===== config.mk =====
export PLATFORM = sky130hd
export DESIGN_NAME = tune_sequencer
export DESIGN_NICKNAME = d
export VERILOG_FILES = /design/src/rtl/tune_pkg.sv /design/src/rtl/tune_sequencer_tone_gen.sv /design/src/rtl/tune_sequencer.sv
export SDC_FILE = /design/constraint.sdc
export NUM_CORES = 1
export LEC_CHECK = 0
export BUFFER_PORTS_ARGS = -buffer_cell sky130_fd_sc_hd__buf_2
export CAP_MARGIN = 5
export CORE_MARGIN = 10
export CORE_UTILIZATION = 60
export CTS_CLUSTER_SIZE = 40
export DETAILED_ROUTE_END_ITERATION = 12
export PLACE_DENSITY = 0.79
export SETUP_SLACK_MARGIN = 0.05
export SYNTH_ARGS = -nofsm -noshare
export SYNTH_HDL_FRONTEND = slang
export SYNTH_SLANG_ARGS = --single-unit

===== constraint.sdc =====
create_clock -name clk -period 3 [get_ports clk]
set_input_delay 0.15 -clock clk [delete_from_list [all_inputs] [get_ports clk]]
set_output_delay 0.15 -clock clk [all_outputs]
set_load 0.02 [all_outputs]

===== src/rtl/tune_pkg.sv =====
// Shared types and tune tables for the tune sequencer.
// Each entry is a tone half-period in clocks (0 = rest) and a beat count (0 = end).
package tune_pkg;

  typedef enum logic [2:0] {
    S_IDLE,
    S_LOAD,
    S_PLAY,
    S_GAP,
    S_DONE
  } state_e;

  typedef struct packed {
    logic [14:0] half_period;
    logic [3:0]  beats;
  } entry_t;

  // Half-periods assume a 25 MHz clock; every entry has non-zero beats.
  function automatic entry_t melody(input logic [3:0] idx);
    entry_t e;
    case (idx)
      4'd0:    e = '{15'd23900, 4'd1};
      4'd1:    e = '{15'd21294, 4'd1};
      4'd2:    e = '{15'd18968, 4'd1};
      4'd3:    e = '{15'd23900, 4'd1};
      4'd4:    e = '{15'd18968, 4'd2};
      4'd5:    e = '{15'd15944, 4'd2};
      4'd6:    e = '{15'd11945, 4'd4};
      4'd7:    e = '{15'd15944, 4'd1};
      4'd8:    e = '{15'd14205, 4'd1};
      4'd9:    e = '{15'd15944, 4'd1};
      4'd10:   e = '{15'd17908, 4'd1};
      4'd11:   e = '{15'd18968, 4'd2};
      4'd12:   e = '{15'd21294, 4'd2};
      4'd13:   e = '{15'd18968, 4'd2};
      4'd14:   e = '{15'd21294, 4'd4};
      default: e = '{15'd23900, 4'd4};
    endcase
    return e;
  endfunction

  function automatic entry_t test_tune(input logic [3:0] idx);
    entry_t e;
    case (idx)
      4'd0:    e = '{15'd4, 4'd2};
      4'd1:    e = '{15'd0, 4'd1};
      4'd2:    e = '{15'd6, 4'd1};
      default: e = '{15'd0, 4'd0};
    endcase
    return e;
  endfunction

  function automatic entry_t tune_entry(input int sel,
                                        input logic [3:0] idx);
    return (sel == 1) ? test_tune(idx) : melody(idx);
  endfunction

endpackage


===== src/rtl/tune_sequencer_tone_gen.sv =====
// Square-wave tone divider: toggles every half_period clocks while enabled,
// first toggle half_period clocks after enable rises; silent otherwise.
module tone_gen
  import tune_pkg::*;
(
  input  logic        clk,
  input  logic        rst_n,
  input  logic        en,
  input  logic [14:0] half_period,
  output logic        speaker
);

  logic [14:0] div_q, div_d;
  logic        run_q, run_d;
  logic        spk_q, spk_d;

  always_comb begin
    div_d = '0;
    run_d = 1'b0;
    spk_d = 1'b0;
    if (en && half_period != 15'd0) begin
      run_d = 1'b1;
      spk_d = spk_q;
      if (!run_q) begin
        // first enabled cycle already counts toward the first half-period
        if (half_period == 15'd1) begin
          spk_d = ~spk_q;
          div_d = 15'd0;
        end else begin
          div_d = half_period - 15'd2;
        end
      end else if (div_q == 15'd0) begin
        spk_d = ~spk_q;
        div_d = half_period - 15'd1;
      end else begin
        div_d = div_q - 15'd1;
      end
    end
  end

  always_ff @(posedge clk or negedge rst_n) begin
    if (!rst_n) begin
      div_q <= '0;
      run_q <= 1'b0;
      spk_q <= 1'b0;
    end else begin
      div_q <= div_d;
      run_q <= run_d;
      spk_q <= spk_d;
    end
  end

  assign speaker = spk_q & en;

endmodule


===== src/rtl/tune_sequencer.sv =====
// Tune sequencer: steps through a 16-entry tune table, playing each note for
// beats*BEAT_CYCLES clocks followed by GAP_CYCLES of silence.
module tune_sequencer
  import tune_pkg::*;
#(
  parameter int CLK_HZ      = 25000000,
  parameter int BEAT_CYCLES = 6250000,
  parameter int GAP_CYCLES  = 250000,
  parameter int TUNE_SEL    = 0
) (
  input  logic       clk,
  input  logic       rst_n,
  input  logic       start,
  input  logic       stop,
  input  logic       loop,
  output logic       speaker,
  output logic       busy,
  output logic [3:0] note_idx,
  output logic       done
);

  localparam int MAXC = (BEAT_CYCLES > GAP_CYCLES) ? BEAT_CYCLES : GAP_CYCLES;
  localparam int PW   = (MAXC > 1) ? $clog2(MAXC) : 1;
  localparam logic [PW-1:0] BEAT_LD = PW'(BEAT_CYCLES - 1);
  localparam logic [PW-1:0] GAP_LD  = PW'(GAP_CYCLES - 1);
  localparam logic [PW-1:0] ONE     = PW'(1);

  if (CLK_HZ < 1 || BEAT_CYCLES < 1 || GAP_CYCLES < 1) begin : g_bad_param
    $error("tune_sequencer: CLK_HZ, BEAT_CYCLES, GAP_CYCLES must be >= 1");
  end

  state_e      state_q, state_d;
  logic [3:0]  idx_q, idx_d;
  logic [14:0] hp_q, hp_d;
  logic [3:0]  beats_q, beats_d;
  logic [PW-1:0] presc_q, presc_d;
  entry_t      ent;

  assign ent = tune_entry(TUNE_SEL, idx_q);

  always_comb begin
    state_d = state_q;
    idx_d   = idx_q;
    hp_d    = hp_q;
    beats_d = beats_q;
    presc_d = presc_q;
    unique case (state_q)
      S_IDLE: begin
        if (start && !stop) begin
          state_d = S_LOAD;
          idx_d   = 4'd0;
        end
      end
      S_LOAD: begin
        hp_d = ent.half_period;
        if (ent.beats == 4'd0) begin
          state_d = S_DONE;
        end else begin
          state_d = S_PLAY;
          beats_d = ent.beats;
          presc_d = BEAT_LD;
        end
      end
      S_PLAY: begin
        if (presc_q != '0) begin
          presc_d = presc_q - ONE;
        end else if (beats_q > 4'd1) begin
          beats_d = beats_q - 4'd1;
          presc_d = BEAT_LD;
        end else begin
          beats_d = 4'd0;
          presc_d = GAP_LD;
          state_d = S_GAP;
        end
      end
      S_GAP: begin
        if (presc_q != '0) begin
          presc_d = presc_q - ONE;
        end else if (idx_q == 4'd15) begin
          state_d = S_DONE;
        end else begin
          idx_d   = idx_q + 4'd1;
          state_d = S_LOAD;
        end
      end
      S_DONE: begin
        if (loop) begin
          state_d = S_LOAD;
          idx_d   = 4'd0;
        end else begin
          state_d = S_IDLE;
        end
      end
      default: state_d = S_IDLE;
    endcase
    // abort keeps note_idx so software can see where playback stopped
    if (stop && state_q != S_IDLE) begin
      state_d = S_IDLE;
      beats_d = 4'd0;
      presc_d = '0;
    end
  end

  always_ff @(posedge clk or negedge rst_n) begin
    if (!rst_n) begin
      state_q <= S_IDLE;
      idx_q   <= '0;
      hp_q    <= '0;
      beats_q <= '0;
      presc_q <= '0;
    end else begin
      state_q <= state_d;
      idx_q   <= idx_d;
      hp_q    <= hp_d;
      beats_q <= beats_d;
      presc_q <= presc_d;
    end
  end

  tone_gen u_tone (
    .clk         (clk),
    .rst_n       (rst_n),
    .en          (state_q == S_PLAY),
    .half_period (hp_q),
    .speaker     (speaker)
  );

  assign busy     = (state_q != S_IDLE);
  assign done     = (state_q == S_DONE);
  assign note_idx = idx_q;

endmodule


==> results.txt, run 1 <==
status - finished clean
Max Fclk - 378 MHz
Worst-path clk slew - 80 ps
routability cong. - 0.940
synth unique cells - 77
Critical Path RT - 3240 ps
CTS Buf Count - 9
Seq/Total Area, Yosys - 34.9%
vias in the first global route - 4106
drt total wl - 11800 µm
Worst Min Path Start - loop
first-pass GRT wire length - 19700 µm
CTS tree - done
wire length per cell - 17.5 µm
P per Cell Area - 883 nW/µm²
Synth Instances - 559
top-count cell post-synth - nor2_1
Post-synth EDFFs - 0
ANT cells - 0
largest stage delay on the critical path - 510 ps
Max FO, Critical Path - 13
H-tree depth - 3
Post-Syn Area - 4670 µm²
GRT overflow - 0
sequential share of power - 35.1%
worst path cell trace - ha_1 -> inv_1 -> ha_1 -> nor2b_1 -> a21oi_1 -> or3_1 -> nand3_2 -> inv_2 -> a21o_1 -> a22o_1
cells on worst reg2reg path - 10
Hold Path End - state_q[0]
Hold Crit Class - in2reg
slowest CP cell - dfrtp_1
Crit Reg-Reg Endpoint - presc_q[17]
dominant synthesized flop cell - dfrtp_1
initial antenna violation count - 0
row count - 32
placed inst area - 4800 µm²
clk_skew - 9.95 ps
Mapped Nets - 581
initial DRC count - 351
CP startpoint - note_idx[0]
Final period util - 88.1%
Synth top area share - 34.9%
Sw Ratio - 47.8%
syn_area_per_cell - 8.35 µm²
Crit. End Element - flip-flop
Pint - 2.29 mW
Synth top cells by count - 66 x nor2_1, 65 x dfrtp_1, 60 x nand2_1
drt drc - 0
CTS Sinks - 65
Clock Latency Late Sink - 350 ps
RSZ-0062 raised after global routing - false
most used cell, CP - ha_1
Power, Total - 4.39 mW
# IOs - 12
CORE AREA - 7650 µm²
final setup fails - 0
top post-synthesis cells by area - dfrtp_1 35%, nor2_1 5.3%, nand2_1 4.8%, ha_1 4.6%, o21ai_0 4.5%
r2r setup slk - 360 ps
largest area contributor in the netlist - dfrtp_1
Psw - 2.10 mW
Die W - 108 µm
Buffers on Ports - 11
filler cell count - 663
post-DP HPWL - 8590 µm
r2r startpoint - note_idx[0]
post-CTS setup buffers - 0
1st-pass router iterations - 5
WHS Path Cells - 3
Fin Setup TNS - 0 ps
Critical Path Source Type - flip-flop
hold slack final - 111 ps
clock share of power - 14.9%
max-slew violation count - 0
combinational fraction of design power - 50.0%
Rel. slew slack - 48.6%
Global Route Usage Sum - 20.7%
hold buffers post-CTS - 1
Nets - 588
root buf cell - clkbuf_8
Die Y-Extent - 108 µm
Worst IR Drop VDD - 0.000481 V
final instance area - 4970 µm²
Yosys reg bits - 65
leakage power - 2.13 nW
# resized after CTS - 0
Slew @ Worst Pin - 764 ps
largest net degree at the start of global routing - 34
CTS max path bufs - 2
Die Area - 11700 µm²
Initial Utilization - 61.0%
layout cell share with drive strength beyond 1 - 10.9%
yosys warns - 0
min Tclk post-route - 2640 ps
final antenna-violating net count - 0
P&R area growth vs syn - 6.49%
Async SR Flop Fraction - 100%
crit path kind - reg2reg
number of max-cap violations - 0
final hold viol count - 0
vias after detailed routing - 4268
critical path arrival - 2880 ps
DR vias/cell - 6.34
[registers in the layout, summed over array words and instances (netlist names)]
name / count
u_tone.run_q: 1
hp_q: 14
beats_q: 4
u_tone.div_q: 15
note_idx: 4
state_q: 3
presc_q: 23
u_tone.spk_q: 1
[cells in the final DEF, fill, tap and decap left out, drive strengths merged, types with 12 or more instances in the layout]
cell type / count
nand3: 20
a21oi: 27
nor3: 25
a211oi: 14
xor2: 12
o21ai: 48
buf: 20
dfrtp: 65
ha: 17
nand2: 62
nor2: 67
nor4: 12
inv: 22
[cell families after synthesis]
family	share of synthesized area, %
XOR/XNOR	4.13
buffers and inverters	4.34
AND/OR/NAND/NOR	27.2
AO/OA/AOI/OAI	23.0
flip-flops	34.9
multiplexers	1.93
adder cells (fa/ha/maj)	4.56
[stage by stage]
stage / utilization [%] / setup WS [ps] / cells
after global routing: 65.0 / 212 / 673
final: 65.0 / 357 / 673
after CTS: 65.0 / 420 / 673
after detailed placement: 62.7 / 447 / 656
after global placement: 62.7 / 531 / 656
after floorplan: - / 645 / 559
[layout make-up]
type | count | area (µm²) | share of cell area [%]
clock buffers | 10 | 128 | 2.57
repair buffers | 21 | 133 | 2.67
inverters | 22 | 82.6 | 1.66
flip-flops and latches | 65 | 1630 | 32.7
multi-input cells | 447 | 2840 | 57.1
well taps | 102 | 128 | 2.57
clock inverters | 6 | 35.0 | 0.705
[worst max-delay path, delay by kind of cell, from the launching register on]
family,cells,cell delay [ps]
AND/OR/NAND/NOR,3,870
flip-flops,1,510
AO/OA/AOI/OAI,3,480
adder cells (fa/ha/maj),2,430
buffers and inverters,2,240
[how the worst max path moves through the flow]
stage                        to  slack, ps  cells past startpoint
detailed placement  presc_q[17]        450                     10
global placement     presc_q[2]        530                      8
finish              presc_q[17]        360                     10
floorplan           presc_q[17]        650                     10
CTS                 presc_q[17]        420                     10
global route        presc_q[17]        210                     10
[power groups by stage]
stage               sequential [mW]  clock (mW)  combinational (mW)
global placement               1.53           0                2.11
floorplan                      1.40           0                1.79
finish                         1.54       0.652                2.20
global route                   1.59       0.697                2.44
detailed placement             1.54           0                2.16
CTS                            1.53       0.660                2.18
[routing by layer]
metal	global-route usage (%)	wire length, µm	vias up
met4	9.45	344	0
met1	25.6	5030	2020
li1	-	-	2061
met5	0	0	-
met3	2.44	635	37
met2	35.1	5760	150
No activity file was read; power rests on OpenSTA's default activity.
==> inputs of run 2 (changes only) <==
CORE_ASPECT_RATIO = 1.2   (was unset)
GPL_ROUTABILITY_DRIVEN = 1   (was unset)
==> run 2 against run 1 <==
Worst hold slack got worse by 18 ps. Final area rose by 0.15%. Global-route usage rose by 0.19 points. Clock skew fell by 1.3 ps. Flip-flop and latch count did not move. Critical endpoint unchanged. Via count rose by 0.30%. Clock-buffer cell count rose by 2. Register-to-register slack improved by 20 ps. Highest routed layer unchanged. Combinational power barely moved.
==> results.txt, run 2 (synthesis gave the netlist of run 1 again) <==
sequential share of power - 34.8% (-0.3 points)
CTS tree - done
wire length per cell - 17.5 µm (+0.15%)
most frequent cells in the layout - 66 x nor2_1, 65 x dfrtp_1, 60 x nand2_1
RSZ-0062 raised after global routing - false
P&R area growth vs syn - 6.65%
max-slew violation count - 0 (unchanged)
row count - 35 (+9.4%)
Critical Path Source Type - flip-flop
routability cong. - 1.01 (+7.7%)
Nets - 588 (unchanged)
clk_skew - 8.61 ps (-1.34 ps)
Max FO, Critical Path - 13 (unchanged)
Sw Ratio - 47.1% (-0.69 points)
Die W - 101 µm (-7.1%)
final instance area - 4980 µm² (+0.15%)
Clock Latency Late Sink - 350 ps (about the same)
final antenna-violating net count - 0 (unchanged)
worst path cell trace - ha_1 -> inv_1 -> ha_1 -> nor2b_1 -> a21oi_1 -> or3_1 -> nand3_2 -> inv_2 -> a21o_1 -> a22o_1
# IOs - 12 (unchanged)
max FFs per register - 23 (unchanged)
initial antenna violation count - 0 (unchanged)
Psw - 2.09 mW (-0.27%)
final hold viol count - 0 (unchanged)
combinational fraction of design power - 49.5% (-0.5 points)
GRT overflow - 0 (unchanged)
root buf cell - clkbuf_8
min Tclk post-route - 2620 ps (-22.7 ps)
ANT cells - 0 (unchanged)
Hold Crit Class - in2reg
DR vias/cell - 6.46 (+1.8%)
Worst-path clk slew - 70 ps (about the same)
status - finished clean
hold slack final - 92.7 ps (-17.8 ps)
vias after detailed routing - 4281 (+0.30%)
Power, Total - 4.44 mW (+1.2%)
layout cell share with drive strength beyond 1 - 10.9% (unchanged)
P per Cell Area - 892 nW/µm² (+1.0%)
vias in the first global route - 4325 (+5.3%)
Fin Setup TNS - 0 ps (unchanged)
top flop regs - presc_q (23), u_tone.div_q (15), hp_q (14)
leakage power - 2.13 nW (+0.12%)
H-tree depth - 3 (unchanged)
critical path arrival - 2860 ps (-20 ps)
Top reg by flops - presc_q
initial DRC count - 355 (+1.1%)
final core utilization - 65.3% (+0.33 points)
largest stage delay on the critical path - 510 ps (about the same)
final setup fails - 0 (unchanged)
CTS Sinks - 65 (unchanged)
clock share of power - 15.7% (+0.8 points)
post-DP HPWL - 8520 µm (-0.86%)
Critical Path RT - 3240 ps (about the same)
CTS max path bufs - 2 (unchanged)
CORE AREA - 7620 µm² (-0.36%)
Max Fclk - 382 MHz (+0.87%)
post-CTS setup buffers - 0 (unchanged)
Initial Utilization - 61.2% (+0.22 points)
number of max-cap violations - 0 (unchanged)
first-pass GRT wire length - 20300 µm (+2.9%)
slowest CP cell - dfrtp_1
1st-pass router iterations - 7 (+2)
commonest non-fill, non-tap cell in the layout - nor2_1
Global Route Usage Sum - 20.8% (+0.19 points)
Slew @ Worst Pin - 773 ps (+9.26 ps)
drt drc - 0 (unchanged)
Buffers on Ports - 11 (unchanged)
buffer and inverter count on the worst path - 2 (unchanged)
Pint - 2.35 mW (+2.5%)
crit path kind - reg2reg
Die Y-Extent - 117 µm (+7.8%)
drt total wl - 11600 µm (-1.3%)
Crit. End Element - flip-flop
most used cell, CP - ha_1
CTS Buf Count - 9 (unchanged)
Rel. slew slack - 48.0% (-0.62 points)
Worst IR Drop VDD - 0.000490 V (+1.8%)
placed inst area - 4780 µm² (-0.26%)
Die Area - 11700 µm² (+0.12%)
cell family with most CP delay - simple AND/OR/NAND/NOR gates
Final period util - 87.3% (-0.76 points)
largest net degree at the start of global routing - 46 (+35%)
[run 2: cell count changes in the layout (fill, tap and decap cells not counted)]
cell        delta
clkinvlp_4     +1
clkbuf_8       +2
clkinv_2       -3
[run 2: path summary, 6_finish.rpt]
path                                   from              end  slack [ps]  depth (start not counted)
worst min register to register   presc_q[6]       presc_q[6]         520                          1
min in group asynchronous             rst_n  u_tone.div_q[5]         280                          2
worst max register to register  note_idx[1]      presc_q[17]         380                         10
max in group asynchronous             rst_n       state_q[0]        1770                          3
worst min-delay path                   loop       state_q[0]          90                          3
worst max-delay path            note_idx[1]      presc_q[17]         380                         10
[run 2: worst register-to-register path: stages (launching register included)]
cell and delay [ps]:
dfrtp_1 510, ha_1 260, inv_1 90, ha_1 180, nor2b_1 180, a21oi_1 100, or3_1 440, nand3_2 260
inv_2 140, a21o_1 200, a22o_1 170
[run 2: power by group through the flow]
stage	sequential (mW)	combinational [mW]	clock [mW]
3_3_place_gp	1.54	2.12	0
2_1_floorplan	1.40	1.79	0
3_5_place_dp	1.55	2.17	0
5_1_grt	1.60	2.47	0.736
6_report	1.55	2.20	0.698
4_1_cts	1.54	2.19	0.707
[run 2: repair_timing]
action | 4_1_cts | 5_1_grt
setup endpoints to repair | 0 | 0
resized for setup | 0 | 0
hold buffers | 1 | 0
endpoints found under the hold margin | 20 | 0
[run 2: per-stage QoR]
stage / setup WS (ps) / std cells
5_1_grt: 193 / 663
4_1_cts: 413 / 663
2_1_floorplan: 645 / 559
3_3_place_gp: 519 / 646
3_5_place_dp: 437 / 646
6_report: 380 / 663
[run 2: final cells by class]
cell class	instances	area (µm²)
clock buffers	12	155
clock inverters	4	27.5
fillers	670	2640
inverters	22	82.6
multi-input cells	447	2840
flip-flops and latches	65	1630
well taps	92	115
repair buffers	21	133
[run 2: layer usage]
layer	global-route usage, %	wire, µm
met2	36.2	5840
met1	24.6	4790
met3	2.84	620
met4	10.4	372
met5	0	0
==> inputs of run 3 (changes only) <==
CAP_MARGIN = 20   (was 5)
SYNTH_HIERARCHICAL = 1   (was unset)
==> run 3 against run 2 <==
Global-route usage is 0.58 points higher. Register-to-register slack got worse by 180 ps. Power increased by 31%. Largest cell class unchanged. Non-clock buffer count grew 25. Clock power grew 23%. Flip-flop and latch count did not move. Die area grew 1.4%. Highest routed layer unchanged. Worst setup slack got worse by 180 ps. Worst hold slack gained 1.1 ps. Routed wire length rose by 8.7%. Final area rose by 6.2%.
==> results.txt, run 3 <==
status - finished clean
min Tclk post-route - 2800 ps (+183 ps)
P&R area growth vs syn - 11.3%
Clock Latency Late Sink - 360 ps (about the same)
sequential share of power - 28.5% (-6.3 points)
Post-Syn Area - 4750 µm² (+1.8%)
# resized after CTS - 0 (unchanged)
# IOs - 12 (unchanged)
Worst-path clk slew - 80 ps (about the same)
top flop regs - presc_q (23), u_tone/div_q (15), hp_q (14)
combinational fraction of design power - 56.8% (+7.3 points)
Synth Instances - 579 (+3.6%)
dominant synthesized flop cell - dfrtp_1
post-DP HPWL - 9430 µm (+11%)
leakage power - 2.22 nW (+4.4%)
Synth top cells by count - 65 x dfrtp_1, 62 x nand2_1, 62 x nor2_1
clock share of power - 14.7% (-1.0 points)
Critical Path RT - 3260 ps (+20 ps)
filler cell count - 645 (-3.7%)
largest net degree at the start of global routing - 43 (-6.5%)
post-CTS setup buffers - 0 (unchanged)
syn_area_per_cell - 8.20 µm² (-1.7%)
synth unique cells - 63 (-18%)
RSZ-0062 raised after global routing - false
crit path kind - reg2reg
Initial Utilization - 61.6% (+0.38 points)
Power, Total - 5.81 mW (+31%)
CTS Sinks - 65 (unchanged)
top post-synthesis cells by area - dfrtp_1 34%, nand2_1 4.9%, nor2_1 4.9%, ha_1 4.7%, o21ai_0 4.4%
Max Fclk - 357 MHz (-6.5%)
Sw Ratio - 48.0% (+0.87 points)
wire length per cell - 17.9 µm (+2.4%)
DR vias/cell - 6.52 (+1.0%)
Hold Crit Class - in2reg
commonest non-fill, non-tap cell in the layout - dfrtp_1
CORE AREA - 7710 µm² (+1.1%)
first-pass GRT wire length - 21500 µm (+5.9%)
placed inst area - 5050 µm² (+5.6%)
final setup fails - 0 (unchanged)
drt total wl - 12600 µm (+8.7%)
Slew @ Worst Pin - 840 ps (+67.2 ps)
final antenna-violating net count - 0 (unchanged)
final instance area - 5290 µm² (+6.2%)
Psw - 2.79 mW (+33%)
Max FO, Critical Path - 7 (-6)
Pint - 3.02 mW (+29%)
H-tree depth - 3 (unchanged)
Reg area - 1630 µm² (unchanged)
initial antenna violation count - 0 (unchanged)
Top reg by flops - presc_q
Seq/Total Area, Yosys - 34.2% (-0.61 points)
Final period util - 93.4% (+6.1 points)
initial DRC count - 232 (-35%)
layout cell share with drive strength beyond 1 - 12.1% (+1.2 points)
root buf cell - clkbuf_8
1st-pass router iterations - 5 (-2)
critical path arrival - 3060 ps (+200 ps)
area of the multi-input gates - 2940 µm² (+3.4%)
ANT cells - 0 (unchanged)
Nets - 630 (+7.1%)
largest area contributor in the netlist - dfrtp_1
drt drc - 0 (unchanged)
final hold viol count - 0 (unchanged)
Mapped Nets - 602 (+3.6%)
P per Cell Area - 1100 nW/µm² (+23%)
max FFs per register - 23 (unchanged)
number of max-cap violations - 0 (unchanged)
row count - 35 (unchanged)
Fin Setup TNS - 0 ps (unchanged)
top-count cell post-synth - dfrtp_1
most frequent cells in the layout - 65 x dfrtp_1, 62 x nor2_1, 62 x nand2_1
Rel. slew slack - 43.5% (-4.5 points)
Crit. End Element - flip-flop
Die Area - 11900 µm² (+1.4%)
Critical Path Source Type - flip-flop
Die W - 101 µm (+0.71%)
Buffers on Ports - 11 (unchanged)
CTS max path bufs - 2 (unchanged)
routability cong. - 0.978 (-3.4%)
Post-synth EDFFs - 0 (unchanged)
Worst IR Drop VDD - 0.000821 V (+68%)
clk_skew - 9.70 ps (+1.08 ps)
CTS tree - done
Synth top area share - 34.2% (-0.61 points)
Global Route Usage Sum - 21.4% (+0.58 points)
yosys warns - 6 (+6)
max-slew violation count - 0 (unchanged)
GRT overflow - 0 (unchanged)
Async SR Flop Fraction - 100% (unchanged)
vias after detailed routing - 4591 (+7.2%)
vias in the first global route - 4496 (+4.0%)
Die Y-Extent - 117 µm (+0.73%)
final core utilization - 68.6% (+3.3 points)
Yosys reg bits - 65 (unchanged)
CTS Buf Count - 9 (unchanged)
==> run 3: changes by cell type in the layout (fill, tap and decap cells not counted), moves of 7 or more <==
cell,delta
nor4_1,+8
nand2b_1,+7
xnor2_1,+8
mux2i_1,-8
a211oi_1,-10
or4_1,+9
buf_4,+25
==> run 3: final cells by class <==
cell class                 count  area share, %
multi-input combinational    467           55.5
sequential                    65           30.8
timing repair buffer          46           6.06
clock buffer                  10           2.41
tap                           92           2.18
clock inverter                 6           1.75
inverter                      18           1.28
==> run 3: cells by family after synthesis <==
logic type | after synthesis | share of synthesized area, %
compound gates | 154 | 22.4
xor+xnor | 30 | 5.53
fa+ha+maj | 18 | 4.74
buf+inv | 47 | 3.95
flops | 65 | 34.2
mux | 2 | 0.448
simple gates | 263 | 28.7
==> run 3: critical path: stages, from the launching register on <==
cell,delay (ps)
dfrtp_1,450
or4_1,510
or4_1,410
or4b_4,570
a221oi_4,380
o21ai_0,150
a32o_1,220
==> run 3: repair_timing <==
action	in CTS	in global routing
hold endpoints to repair	23	0
endpoints found under the setup margin	0	1
hold buffers	1	0
==> run 3: path summary, 6_finish.rpt <==
check                           cells past startpoint         endpoint  slack (ps)         from
max in group asynchronous                           3  u_tone/div_q[9]        1740        rst_n
worst max-delay path                                6       beats_q[2]         200  presc_q[18]
worst min-delay path                                3       state_q[0]          90         loop
worst min register to register                      1      presc_q[11]         490  presc_q[11]
min in group asynchronous                           2      note_idx[1]         310        rst_n
worst max register to register                      6       beats_q[2]         200  presc_q[18]
==> run 3: power by group through the flow <==
stage / registers, mW / logic (mW) / clock network (mW)
after floorplan: 1.52 / 2.48 / 0
after global placement: 1.63 / 3.15 / 0
after detailed placement: 1.66 / 3.25 / 0
after CTS: 1.64 / 3.27 / 0.865
after global routing: 1.71 / 3.64 / 0.891
final: 1.66 / 3.30 / 0.856
==> run 3: through the flow <==
| stage | setup WS [ps] | hold slack, ps | cells |
|---|---|---|---|
| floorplan | 260 | -146 | 579 |
| global placement | 51.7 | 150 | 686 |
| detailed placement | 192 | 160 | 687 |
| CTS | 181 | 90.4 | 704 |
| global route | 59.9 | 109 | 704 |
| finish | 197 | 93.9 | 704 |
==> run 3: metal layers <==
| metal | track usage [%] | share of wire, % | up-vias |
|---|---|---|---|
| met4 | 11.2 | 3.4 | 0 |
| met3 | 2.58 | 3.5 | 34 |
| met2 | 37.0 | 52 | 138 |
| met1 | 24.7 | 41 | 2214 |
| li1 | - | - | 2205 |
| met5 | 0 | 0 | - |
